### src/rtl/multi_message_printer_pkg.sv
// Shared types and character constants for the UART message printer.
package multi_message_printer_pkg;

  typedef enum logic [1:0] {
    ST_IDLE  = 2'd0,
    ST_FETCH = 2'd1,
    ST_SEND  = 2'd2
  } state_e;

  localparam logic [7:0] NUL_CHAR = 8'h00;
  localparam logic [7:0] ESC_CHAR = 8'h1B;

endpackage

### src/rtl/multi_message_printer_if.sv
// Serial-path signals between uart_rx/uart_tx and the message printer.
interface multi_message_printer_if;
  logic [7:0] rx_data;
  logic       new_rx_data;
  logic       tx_busy;
  logic [7:0] tx_data;
  logic       new_tx_data;
  logic       busy;
  logic       msg_done;

  modport master (
    output rx_data, new_rx_data, tx_busy,
    input  tx_data, new_tx_data, busy, msg_done
  );

  modport slave (
    input  rx_data, new_rx_data, tx_busy,
    output tx_data, new_tx_data, busy, msg_done
  );
endinterface

### src/rtl/multi_message_printer_rom.sv
// Case-based message ROM with a one-cycle registered read; unused slots read as NUL.
module message_bank_rom
  import multi_message_printer_pkg::*;
#(
  parameter int MSG_COUNT   = 4,
  parameter int MSG_MAX_LEN = 16,
  parameter int ADDR_W      = $clog2(MSG_COUNT * MSG_MAX_LEN)
) (
  input  logic              clk,
  input  logic [ADDR_W-1:0] addr,
  output logic [7:0]        data
);

  int         msg_idx;
  int         chr;
  logic [7:0] rom_d;

  always_comb begin
    msg_idx = int'(addr) / MSG_MAX_LEN;
    chr     = int'(addr) % MSG_MAX_LEN;
    rom_d   = NUL_CHAR;
    case (msg_idx)
      // Message 0 fills all 16 slots with no terminator.
      0: case (chr)
        0: rom_d = "0";   1: rom_d = "1";   2: rom_d = "2";   3: rom_d = "3";
        4: rom_d = "4";   5: rom_d = "5";   6: rom_d = "6";   7: rom_d = "7";
        8: rom_d = "8";   9: rom_d = "9";  10: rom_d = "A";  11: rom_d = "B";
       12: rom_d = "C";  13: rom_d = "D";  14: rom_d = "E";  15: rom_d = "F";
        default: rom_d = NUL_CHAR;
      endcase
      1: case (chr)
        0: rom_d = "H";   1: rom_d = "i";   2: rom_d = 8'h0A;
        default: rom_d = NUL_CHAR;
      endcase
      2: case (chr)
        0: rom_d = "A";   1: rom_d = "B";   2: rom_d = "C";   3: rom_d = "D";
        4: rom_d = "E";   5: rom_d = "F";   6: rom_d = "G";
        default: rom_d = NUL_CHAR;
      endcase
      3: case (chr)
        0: rom_d = "O";   1: rom_d = "K";
        default: rom_d = NUL_CHAR;
      endcase
      default: rom_d = NUL_CHAR;
    endcase
  end

  always_ff @(posedge clk) begin
    data <= rom_d;
  end

endmodule

### src/rtl/multi_message_printer.sv
// Trigger-selected UART message printer: streams one ROM message per trigger byte,
// stops at NUL or after MSG_MAX_LEN bytes, and aborts on ABORT_CHAR.
module multi_message_printer
  import multi_message_printer_pkg::*;
#(
  parameter int         MSG_COUNT   = 4,
  parameter int         MSG_MAX_LEN = 16,
  parameter logic [7:0] TRIG_BASE   = 8'h30,
  parameter logic [7:0] ABORT_CHAR  = ESC_CHAR
) (
  input  logic                   clk,
  input  logic                   rst,
  multi_message_printer_if.slave bus
);

  localparam int ADDR_W   = $clog2(MSG_COUNT * MSG_MAX_LEN);
  localparam int MSG_W    = (MSG_COUNT > 1) ? $clog2(MSG_COUNT) : 1;
  localparam int CHAR_W   = $clog2(MSG_MAX_LEN);
  localparam int TRIG_LIM = int'(TRIG_BASE) + MSG_COUNT;

  state_e            state_q, state_d;
  logic [MSG_W-1:0]  msg_q, msg_d;
  logic [CHAR_W-1:0] char_q, char_d;
  logic [7:0]        tx_data_q, tx_data_d;
  logic              new_tx_q, new_tx_d;
  logic              done;
  logic              trig;
  logic              abort;
  logic              last_char;
  logic [ADDR_W-1:0] rom_addr;
  logic [7:0]        rom_data;

  // Integer compare keeps the trigger window from wrapping past 8'hFF.
  assign trig      = bus.new_rx_data && (int'(bus.rx_data) >= int'(TRIG_BASE))
                                     && (int'(bus.rx_data) < TRIG_LIM);
  assign abort     = bus.new_rx_data && (bus.rx_data == ABORT_CHAR);
  assign last_char = (int'(char_q) == MSG_MAX_LEN - 1);
  assign rom_addr  = ADDR_W'(int'(msg_q) * MSG_MAX_LEN + int'(char_q));

  message_bank_rom #(
    .MSG_COUNT   (MSG_COUNT),
    .MSG_MAX_LEN (MSG_MAX_LEN)
  ) u_rom (
    .clk  (clk),
    .addr (rom_addr),
    .data (rom_data)
  );

  always_comb begin
    state_d   = state_q;
    msg_d     = msg_q;
    char_d    = char_q;
    tx_data_d = tx_data_q;
    new_tx_d  = 1'b0;
    done      = 1'b0;
    case (state_q)
      ST_IDLE: begin
        char_d = '0;
        if (trig) begin
          msg_d   = MSG_W'(int'(bus.rx_data) - int'(TRIG_BASE));
          state_d = ST_FETCH;
        end
      end
      ST_FETCH: begin
        state_d = abort ? ST_IDLE : ST_SEND;
      end
      ST_SEND: begin
        // Abort outranks both termination and a pending byte.
        if (abort) begin
          state_d = ST_IDLE;
        end else if (rom_data == NUL_CHAR) begin
          state_d = ST_IDLE;
          done    = 1'b1;
        end else if (!bus.tx_busy) begin
          tx_data_d = rom_data;
          new_tx_d  = 1'b1;
          if (last_char) begin
            state_d = ST_IDLE;
            done    = 1'b1;
          end else begin
            char_d  = char_q + 1'b1;
            state_d = ST_FETCH;
          end
        end
      end
      default: state_d = ST_IDLE;
    endcase
  end

  always_ff @(posedge clk) begin
    if (rst) begin
      state_q   <= ST_IDLE;
      msg_q     <= '0;
      char_q    <= '0;
      tx_data_q <= 8'h00;
      new_tx_q  <= 1'b0;
    end else begin
      state_q   <= state_d;
      msg_q     <= msg_d;
      char_q    <= char_d;
      tx_data_q <= tx_data_d;
      new_tx_q  <= new_tx_d;
    end
  end

  assign bus.tx_data     = tx_data_q;
  assign bus.new_tx_data = new_tx_q;
  assign bus.busy        = (state_q != ST_IDLE);
  assign bus.msg_done    = done && !rst;

endmodule

### src/flat_wrapper.sv
// flat-port wrapper written by rule: the top's interface ports become plain ports
module multi_message_printer_flat import multi_message_printer_pkg::*;
#(
  parameter int         MSG_COUNT   = 4,
  parameter int         MSG_MAX_LEN = 16,
  parameter logic [7:0] TRIG_BASE   = 8'h30,
  parameter logic [7:0] ABORT_CHAR  = ESC_CHAR
)
  (clk, rst, bus_rx_data, bus_new_rx_data, bus_tx_busy, bus_tx_data, bus_new_tx_data, bus_busy, bus_msg_done);
  multi_message_printer_if bus_i ();
  input  logic clk;
  input  logic rst;
  input wire logic [$bits(bus_i.rx_data)-1:0] bus_rx_data;
  input wire logic [$bits(bus_i.new_rx_data)-1:0] bus_new_rx_data;
  input wire logic [$bits(bus_i.tx_busy)-1:0] bus_tx_busy;
  output wire logic [$bits(bus_i.tx_data)-1:0] bus_tx_data;
  output wire logic [$bits(bus_i.new_tx_data)-1:0] bus_new_tx_data;
  output wire logic [$bits(bus_i.busy)-1:0] bus_busy;
  output wire logic [$bits(bus_i.msg_done)-1:0] bus_msg_done;
  assign bus_i.rx_data = bus_rx_data;
  assign bus_i.new_rx_data = bus_new_rx_data;
  assign bus_i.tx_busy = bus_tx_busy;
  assign bus_tx_data = bus_i.tx_data;
  assign bus_new_tx_data = bus_i.new_tx_data;
  assign bus_busy = bus_i.busy;
  assign bus_msg_done = bus_i.msg_done;
  multi_message_printer #(.MSG_COUNT(MSG_COUNT), .MSG_MAX_LEN(MSG_MAX_LEN), .TRIG_BASE(TRIG_BASE), .ABORT_CHAR(ABORT_CHAR)) u_core (.clk(clk), .rst(rst), .bus(bus_i));
endmodule
### config.mk
export PLATFORM = sky130hd
export DESIGN_NAME = multi_message_printer_flat
export DESIGN_NICKNAME = d
export VERILOG_FILES = /design/src/rtl/multi_message_printer_pkg.sv /design/src/rtl/multi_message_printer_if.sv /design/src/rtl/multi_message_printer_rom.sv /design/src/rtl/multi_message_printer.sv /design/src/flat_wrapper.sv
export SDC_FILE = /design/constraint.sdc
export NUM_CORES = 1
export LEC_CHECK = 0
export ABC_AREA = 1
export CAP_MARGIN = 20
export CORE_MARGIN = 3
export CORE_UTILIZATION = 55
export CTS_CLUSTER_DIAMETER = 200
export DETAILED_ROUTE_END_ITERATION = 6
export PLACE_DENSITY = 0.83
export REMOVE_ABC_BUFFERS = 1
export SYNTH_ARGS = -nofsm -noshare
export SYNTH_HDL_FRONTEND = slang
export SYNTH_SLANG_ARGS = --single-unit
### constraint.sdc
create_clock -name clk -period 3.6 [get_ports clk]
set_input_delay 0.72 -clock clk [delete_from_list [all_inputs] [get_ports clk]]
set_output_delay 0.72 -clock clk [all_outputs]
set_load 0.02 [all_outputs]
# ---- Yosys cells after proc, flatten, opt, wreduce, memory -nomap -nowiden
# Memory sizes are Yosys's and may differ from the RTL's.
# Index checks and enable logic that the tools add are counted.
# W data, S select, Z words.
dict set report classes {
  mux 22
  bitwise_logic 4
  n_eq_ne 19
  n_addsub 3
  order_cmp 2
  reduce_logical 16
}
# operator n
set op_table {}
lappend op_table {{$logic_not A32 Y1} 2}
lappend op_table {{$pmux W7 S7} 1}
lappend op_table {{$pmux W8 S4} 1}
lappend op_table {{$pmux W7 S3} 1}
lappend op_table {{$mux W4} 4}
lappend op_table {{$pmux W7 S2} 1}
lappend op_table {{$eq A4 B3 Y1 const B} 3}
lappend op_table {{$mux W2} 5}
lappend op_table {{$eq A4 B1 Y1 const B} 2}
lappend op_table {{$eq A4 B2 Y1 const B} 2}
lappend op_table {{$eq A8 B5 Y1 const B} 1}
lappend op_table {{$ge A8 B6 Y1 const B} 1}
lappend op_table {{$logic_not A8 Y1} 1}
lappend op_table {{$lt A8 B6 Y1 const B} 1}
lappend op_table {{$ne A2 B2 Y1 const B} 4}
lappend op_table {{$pmux W4 S2} 1}
lappend op_table {{$mux W1} 7}
lappend op_table {{$add A6 B4 Y6} 1}
lappend op_table {{$eq A2 B2 Y1 const B} 3}
lappend op_table {{$pmux W2 S3} 1}
lappend op_table {{$reduce_and A5 Y1} 1}
lappend op_table {{$add A4 B1 Y4 const B} 1}
lappend op_table {{$eq A2 B1 Y1 const B} 2}
lappend op_table {{$logic_and A1 B1 Y1} 4}
lappend op_table {{10 further kinds} 15}
dict set report totals {
  n_memories 1
  romBits 112
  regBits 25
  output_inout_bits 11
  wordCells 73
}
# name words word_bits rd rd_ports_with_merged_regs wr line_no
set memory_table {}
lappend memory_table {{(name not given)} 16 7 1 0 0 multi_message_printer_rom.sv:24} ;# 0: case (chr)

# ---- Logic depth before layout (Yosys ltp)
# Gate-level depths: netlist of the first run.
dict set report logic_depth {
  word_depth 7
  mapped_depth 9
  ltp_nobuf 9
}

# ---- Modules after synthesis
# Synthesis of the first run repeated with hierarchy kept, for this count alone.
dict set report unflattened {
  hier_cells 205
  hier_area_um2 1471.4
}
# module area_per_inst_um2 n_inst cells_per_inst
set modules_own_cells {}
lappend modules_own_cells {multi_message_printer 955.9 1 126}
lappend modules_own_cells {message_bank_rom 515.5 1 79}

# ---- Least setup slack after synthesis of the first run
# Ideal clock, no wire load.
dict set report synth_timing {
  path_kind {input to output}
  start {input port bus_rx_data[6]}
  end {output port bus_msg_done}
  arrival_time_ps 1317
  n_path_buf 0
  slack_ps 1563
  t_required_ps 2880
  stages 6
  path_cell_list {inv_1 > nand2_1 > nor2_4 > nand3_4 > nand3_1 > nor2_1}
}
dict set report synth_between {
  elab_chain_len 5
}
# element line_no
set synth_rtl {}
lappend synth_rtl {{from (decl)} flat_wrapper.sv:13} ;# input wire logic [$bits(bus_i.rx_data)-1:0] bus_rx_data;
lappend synth_rtl {{$eq A8 B5 Y1} multi_message_printer.sv:36} ;# assign abort = bus.new_rx_data && (bus.rx_data == ABORT_CHAR);
lappend synth_rtl {{$logic_and A1 B1 Y1} multi_message_printer.sv:36}
lappend synth_rtl {{$mux W1} multi_message_printer.sv:69} ;# if (abort) begin
lappend synth_rtl {{$mux W1} multi_message_printer.sv:56} ;# case (state_q)
lappend synth_rtl {{$logic_and A1 B1 Y1} multi_message_printer.sv:109} ;# assign bus.msg_done = done && !rst;
lappend synth_rtl {{to (decl)} flat_wrapper.sv:19} ;# output wire logic [$bits(bus_i.msg_done)-1:0] bus_msg_done;
# Every way passes these cells.

# ---- Final worst setup path of the first run
dict set report layout_timing {
  start {input port bus_tx_busy}
  end {output port bus_msg_done}
}
dict set report layout_between {
  elab_chain_len 5
}
# element line_no
set layout_rtl {}
lappend layout_rtl {{from (decl)} flat_wrapper.sv:15} ;# input wire logic [$bits(bus_i.tx_busy)-1:0] bus_tx_busy;
lappend layout_rtl {{$mux W1} multi_message_printer.sv:74} ;# end else if (!bus.tx_busy) begin
lappend layout_rtl {{$mux W1} multi_message_printer.sv:71} ;# end else if (rom_data == NUL_CHAR) begin
lappend layout_rtl {{$mux W1} multi_message_printer.sv:69}
lappend layout_rtl {{$mux W1} multi_message_printer.sv:56}
lappend layout_rtl {{$logic_and A1 B1 Y1} multi_message_printer.sv:109}
# Every way passes these cells.

==> results.py, run 1 <==
metrics = {
    "critical_path": {
        "critical-path-slowest-cell": "clkdlybuf4s50_1",
        "timing.critical_path.from": "bus_tx_busy",
        "logic_depth_of_the_worst_register_to_register_path": 7,
        "cp.depth": 5,
        "critical_path.reg2reg.startpoint": "u_core.char_q[0]",
        "critical_path.most_common_cell": "clkdlybuf4s50_1",
        "critical_path_source_type": "input pin",
        "crit_family": "buffers and inverters",
        "crit_path_buf_inv_count": 2,
        "worstPathMaxFanout": 4,
        "timing.critical_path.arrival_ns": 2.26,
        "path_cells": "clkdlybuf4s50_1, o21ai_0, nand3_1, nor2_1, clkdlybuf4s50_1",
        "critical_path_class": "input pin to primary output",
        "end_kind": "primary output",
        "worst_ep_required_time_ns": 2.88,
        "max_stage_delay_ns": 0.61,
    },
    "clock_tree": {
        "tritoncts": "built",
        "cts_buffers": 3,
        "clk_pin_slew_worst_paths_ns": 0.12,
        "cts.sinks": 23,
        "h_tree_levels": 1,
        "cts_max_path_buffers": 2,
        "cts_setup_buffers": 0,
        "worst_skew_pair.late_latency_ns": 0.31,
        "cts_hold_repair.buffers": 0,
        "ctsRootBufferMaster": "clkbuf_4",
        "cts.repair.resized": 0,
    },
    "detailed_routing": {
        "routed-via-count": 1264,
        "antenna_violating_nets_post_route": 0,
        "via_per_inst": 5.59,
        "post_dr_wirelength_cell_um": 13.3,
        "initialDrtViolationCount": 34,
        "highest_metal_layer_with_signal_wires": "met4",
        "drc_violation_count_after_routing": 0,
        "met1_length_um": 1210,
        "met2WireLength_um": 1620,
        "firstDrtPassIters": 4,
        "wl_met3_um": 115,
        "finalWirelength_um": 3000,
    },
    "flow_run": {
        "drv.max_cap_violation_count": 0,
    },
    "finish": {
        "area_growth_pct": 19.5,
        "drive_above_1_share_pct": 12.6,
        "design_area_um2": 1550,
        "count_of_antenna_diodes_in_the_layout": 0,
        "layout_common_cells": "nand2_1, nand3_1, dfxtp_1, clkdlybuf4s50_1, nor2_1",
        "final_util_pct": 73.6,
        "final_net_count": 217,
        "final_common_cell": "nand2_1",
    },
    "place": {
        "port_buffers": 21,
        "dp_area_um2": 1520,
        "gp_congestion": 0.903,
        "hpwl_um": 2390,
    },
    "grt": {
        "first_pass_grt_wire_length_um": 5130,
        "antenna_found_initial": 0,
        "global_route.usage.total_pct": 23.6,
        "grt_ovf": 0,
        "grt_max_degree": 15,
        "first_global_vias": 1227,
    },
    "floorplanning": {
        "core.rowCount": 16,
        "starting_density_pct": 61.6,
        "die_y_um": 54.5,
        "die_area_um2": 2970,
        "fp.coreArea_um2": 2100,
        "top_level_ports": 23,
        "floorplan.die.width_um": 54.5,
    },
    "logic_synthesis": {
        "synthesis.instances": 177,
        "yosys_warnings": 0,
        "synth_async_sr_flop_share_pct": 0,
        "postSynthAreaPerCell_um2": 7.32,
        "synth_seq_area_share_pct": 35.6,
        "synth-seq-cells": 23,
        "ys.flop_type": "dfxtp_1",
        "synth.distinct_cells": 31,
        "synth_edf_count": 0,
        "netlist_area_um2": 1290,
    },
    "timing": {
        "totalNegativeSetupSlack_ns": 0,
        "grt_setup_unrepaired": "false",
        "skew_ns": 0.00225,
        "finalHoldViolCount": 0,
        "setup_viol": 0,
        "final_cycle_share_pct": 82.8,
        "layout_min_cycle_time_ns": 2.98,
        "timing.fmax_mhz": 335,
        "timing_max_transition_violations_final": 0,
    },
    "power_and_ir_drop": {
        "seq_power_share_pct": 61.4,
        "pwr_density_cell_nw_per_um2": 275,
        "static-leakage-power_nw": 0.641,
        "clock_power_share_pct": 28.1,
        "cellInternalPower_mw": 0.320,
        "p_sw_mw": 0.106,
        "vdd_ir_drop_max_mv": 0.190,
        "power.combinational.fraction_pct": 10.5,
        "switching_share_pct": 24.8,
    },
    "hold_path": {
        "whs_path_depth": 2,
        "hp-start": "u_core.bus.tx_data[1]",
        "min_path_type": "flop to flop",
    },
    "status": {
        "status": "completed",
    },
}
==> layer usage <==
layer,global-route usage (%),vias to the layer above
li1,-,631
met1,24.4,583
met2,45.8,42
met3,4.63,8
met4,8.71,0
met5,0,-
==> power by group through the flow <==
stage / Combinational, mW / Sequential (mW) / Clock [mW]
floorplan: 0.0201 / 0.267 / 0
global placement: 0.0428 / 0.267 / 0
detailed placement: 0.0440 / 0.267 / 0
CTS: 0.0443 / 0.261 / 0.124
global route: 0.0490 / 0.262 / 0.132
finish: 0.0445 / 0.261 / 0.120
==> cells by family after synthesis <==
logic type / synth area share (%)
AND/OR/NAND/NOR: 37.8
flip-flops: 35.6
other: 0.290
buffers and inverters: 8.31
adder cells (fa/ha/maj): 4.83
AO/OA/AOI/OAI: 13.2
==> registers in the layout, summed over array words and instances, names as in the netlist <==
signal	flops
u_core.bus.tx_data	7
u_core.u_rom.data	7
u_core.char_q	4
u_core.msg_q	2
u_core.state_q	2
u_core.bus.new_tx_data	1
==> tightest hold or removal path, stage by stage, from the launching register on <==
cell,delay [ns]
dfxtp_1,0.33
nand2_1,0.08
a21oi_2,0.05
==> stage by stage <==
step	hold WS, ns	total power [mW]	setup WS [ns]	instances
6_report	0.481	0.425	0.619	226
3_5_place_dp	0.462	0.311	0.615	222
3_3_place_gp	0.450	0.310	0.676	222
5_1_grt	0.509	0.443	0.547	226
4_1_cts	0.478	0.430	0.617	226
2_1_floorplan	0.455	0.287	1.56	173
==> worst paths after layout <==
kind | endpoint | slack [ns]
min | u_core.bus.tx_data[1] | 0.48
max reg2reg | u_core.u_rom.data[2] | 1.94
max | bus_msg_done | 0.62
min reg2reg | u_core.bus.tx_data[1] | 0.48
==> synthesized netlist by cell type (2+ instances only) <==
library cell / number / share of area, %
nand2_1: 32 / 9.3
nand3_1: 27 / 10
dfxtp_1: 23 / 36
nor2_1: 19 / 5.5
inv_1: 18 / 5.2
a21oi_1: 9 / 3.5
a21oi_2: 6 / 4.1
ha_1: 5 / 4.8
nand4_1: 4 / 1.9
o21ai_1: 4 / 1.5
buf_4: 3 / 1.7
nand2_4: 3 / 2.6
nor2_2: 3 / 1.4
o21ai_0: 3 / 1.2
a211oi_1: 2 / 1.2
==> area by class of cell <==
class | instances | area (µm²)
Clock buffer | 3 | 22.5
Clock inverter | 1 | 5.00
Fill cell | 162 | 554
Inverter | 21 | 81.3
Multi-Input combinational cell | 129 | 727
Sequential cell | 23 | 460
Tap cell | 27 | 33.8
Timing Repair Buffer | 22 | 218
No activity file was read; power rests on OpenSTA's default activity.
==> inputs of run 2 (changes only) <==
CORE_UTILIZATION = 51   (was 55)
PLACE_DENSITY = 0.78   (was 0.83)
clock period = 2.9 ns   (was 3.6 ns; I/O delays follow)
==> results.py, run 2 (synthesized netlist as in run 1, its figures left out) <==
metrics = {
    "status": {
        "status": "completed",
    },
    "grt": {
        "first_global_vias": 1129,
        "first_pass_grt_wire_length_um": 4690,
        "global_route.usage.total_pct": 18.3,
        "grt_max_degree": 14,
        "antenna_found_initial": 0,
        "grt_ovf": 0,
    },
    "finish": {
        "area_growth_pct": 20.2,
        "final_net_count": 218,
        "final_util_pct": 67.1,
        "layout_common_cells": "nand2_1, nand3_1, dfxtp_1, clkdlybuf4s50_1, nor2_1",
        "drive_above_1_share_pct": 13.0,
        "layout.cells.non_filler": 228,
        "count_of_antenna_diodes_in_the_layout": 0,
        "final_common_cell": "nand2_1",
    },
    "clock_tree": {
        "clk_pin_slew_worst_paths_ns": 0.12,
        "cts_buffers": 3,
        "cts.repair.resized": 0,
        "h_tree_levels": 1,
        "cts_max_path_buffers": 2,
        "cts.sinks": 23,
        "tritoncts": "built",
        "worst_skew_pair.late_latency_ns": 0.30,
        "cts_hold_repair.buffers": 0,
        "ctsRootBufferMaster": "clkbuf_4",
        "cts_setup_buffers": 0,
    },
    "critical_path": {
        "timing.critical_path.from": "u_core.char_q[0]",
        "worstPathMaxFanout": 7,
        "timing.critical_path.arrival_ns": 2.12,
        "end_kind": "primary output",
        "critical_path.reg2reg.startpoint": "u_core.char_q[0]",
        "critical_path_source_type": "flop",
        "critical_path_class": "flop to primary output",
        "worst_ep_required_time_ns": 2.32,
    },
    "detailed_routing": {
        "via_per_inst": 5.27,
        "routed-via-count": 1202,
        "antenna_violating_nets_post_route": 0,
        "finalWirelength_um": 2820,
        "post_dr_wirelength_cell_um": 12.4,
        "firstDrtPassIters": 4,
        "initialDrtViolationCount": 27,
        "drc_violation_count_after_routing": 0,
    },
    "floorplanning": {
        "die_y_um": 56.4,
        "die_area_um2": 3180,
        "core.rowCount": 17,
        "floorplan.die.width_um": 56.4,
        "top_level_ports": 23,
        "fp.coreArea_um2": 2320,
        "starting_density_pct": 55.9,
    },
    "flow_run": {
        "drv.max_cap_violation_count": 0,
    },
    "power_and_ir_drop": {
        "pwr_density_cell_nw_per_um2": 337,
        "switching_share_pct": 24.2,
        "vdd_ir_drop_max_mv": 0.240,
        "static-leakage-power_nw": 0.646,
        "power.combinational.fraction_pct": 10.7,
        "seq_power_share_pct": 61.8,
        "report.power.total_mw": 0.525,
        "p_sw_mw": 0.127,
        "cellInternalPower_mw": 0.398,
        "clock_power_share_pct": 27.5,
    },
    "timing": {
        "setup_viol": 0,
        "timing.fmax_mhz": 371,
        "timing_max_transition_violations_final": 0,
        "finalHoldViolCount": 0,
        "grt_setup_unrepaired": "false",
        "totalNegativeSetupSlack_ns": 0,
        "layout_min_cycle_time_ns": 2.70,
        "timing.hold.ws_ns": 0.478,
        "skew_ns": 0.000768,
        "final_cycle_share_pct": 93.0,
    },
    "hold_path": {
        "min_path_type": "flop to flop",
        "hp-start": "u_core.bus.tx_data[5]",
    },
    "place": {
        "gp_congestion": 0.910,
        "hpwl_um": 2280,
        "port_buffers": 21,
        "cells_after_dpl": 224,
    },
}
run 2: worst paths after layout:
check                          end  slack (ns)  depth (start not counted)
max                   bus_msg_done        0.20                          6
min          u_core.bus.tx_data[5]        0.48                          2
max reg2reg   u_core.u_rom.data[2]        1.31                          7
min reg2reg  u_core.bus.tx_data[5]        0.48                          2
run 2: per-stage QoR:
stage / setup slack [ns] / cell area [µm²]
6_report: 0.203 / 1560
3_3_place_gp: 0.265 / 1530
2_1_floorplan: 1.11 / 1270
3_5_place_dp: 0.252 / 1530
5_1_grt: 0.0210 / 1560
4_1_cts: 0.202 / 1560
run 2: area by class of cell:
cell class | instances | area [µm²]
Tap cell | 28 | 35.0
Sequential cell | 23 | 460
Clock buffer | 3 | 22.5
Inverter | 21 | 81.3
Multi-Input combinational cell | 129 | 727
Timing Repair Buffer | 23 | 225
Fill cell | 213 | 762
Clock inverter | 1 | 5.00
run 2: layer usage:
layer / wire [µm] / track usage [%]
met3: 86 / 2.99
met5: 0 / 0
met1: 1270 / 21.2
met2: 1390 / 33.1
met4: 72 / 7.12
run 2: critical path: stages, from the launching register on:
cell	delay [ns]
dfxtp_1	0.47
ha_1	0.23
nand3_1	0.14
o21ai_0	0.19
nand3_1	0.09
nor2_1	0.09
clkdlybuf4s50_1	0.60
run 2: power groups by stage:
| stage | Clock (mW) | Combinational (mW) | Sequential, mW |
|---|---|---|---|
| 2_1_floorplan | 0 | 0.0249 | 0.331 |
| 3_3_place_gp | 0 | 0.0544 | 0.331 |
| 3_5_place_dp | 0 | 0.0557 | 0.331 |
| 4_1_cts | 0.151 | 0.0559 | 0.324 |
| 5_1_grt | 0.164 | 0.0613 | 0.325 |
| 6_report | 0.144 | 0.0560 | 0.324 |
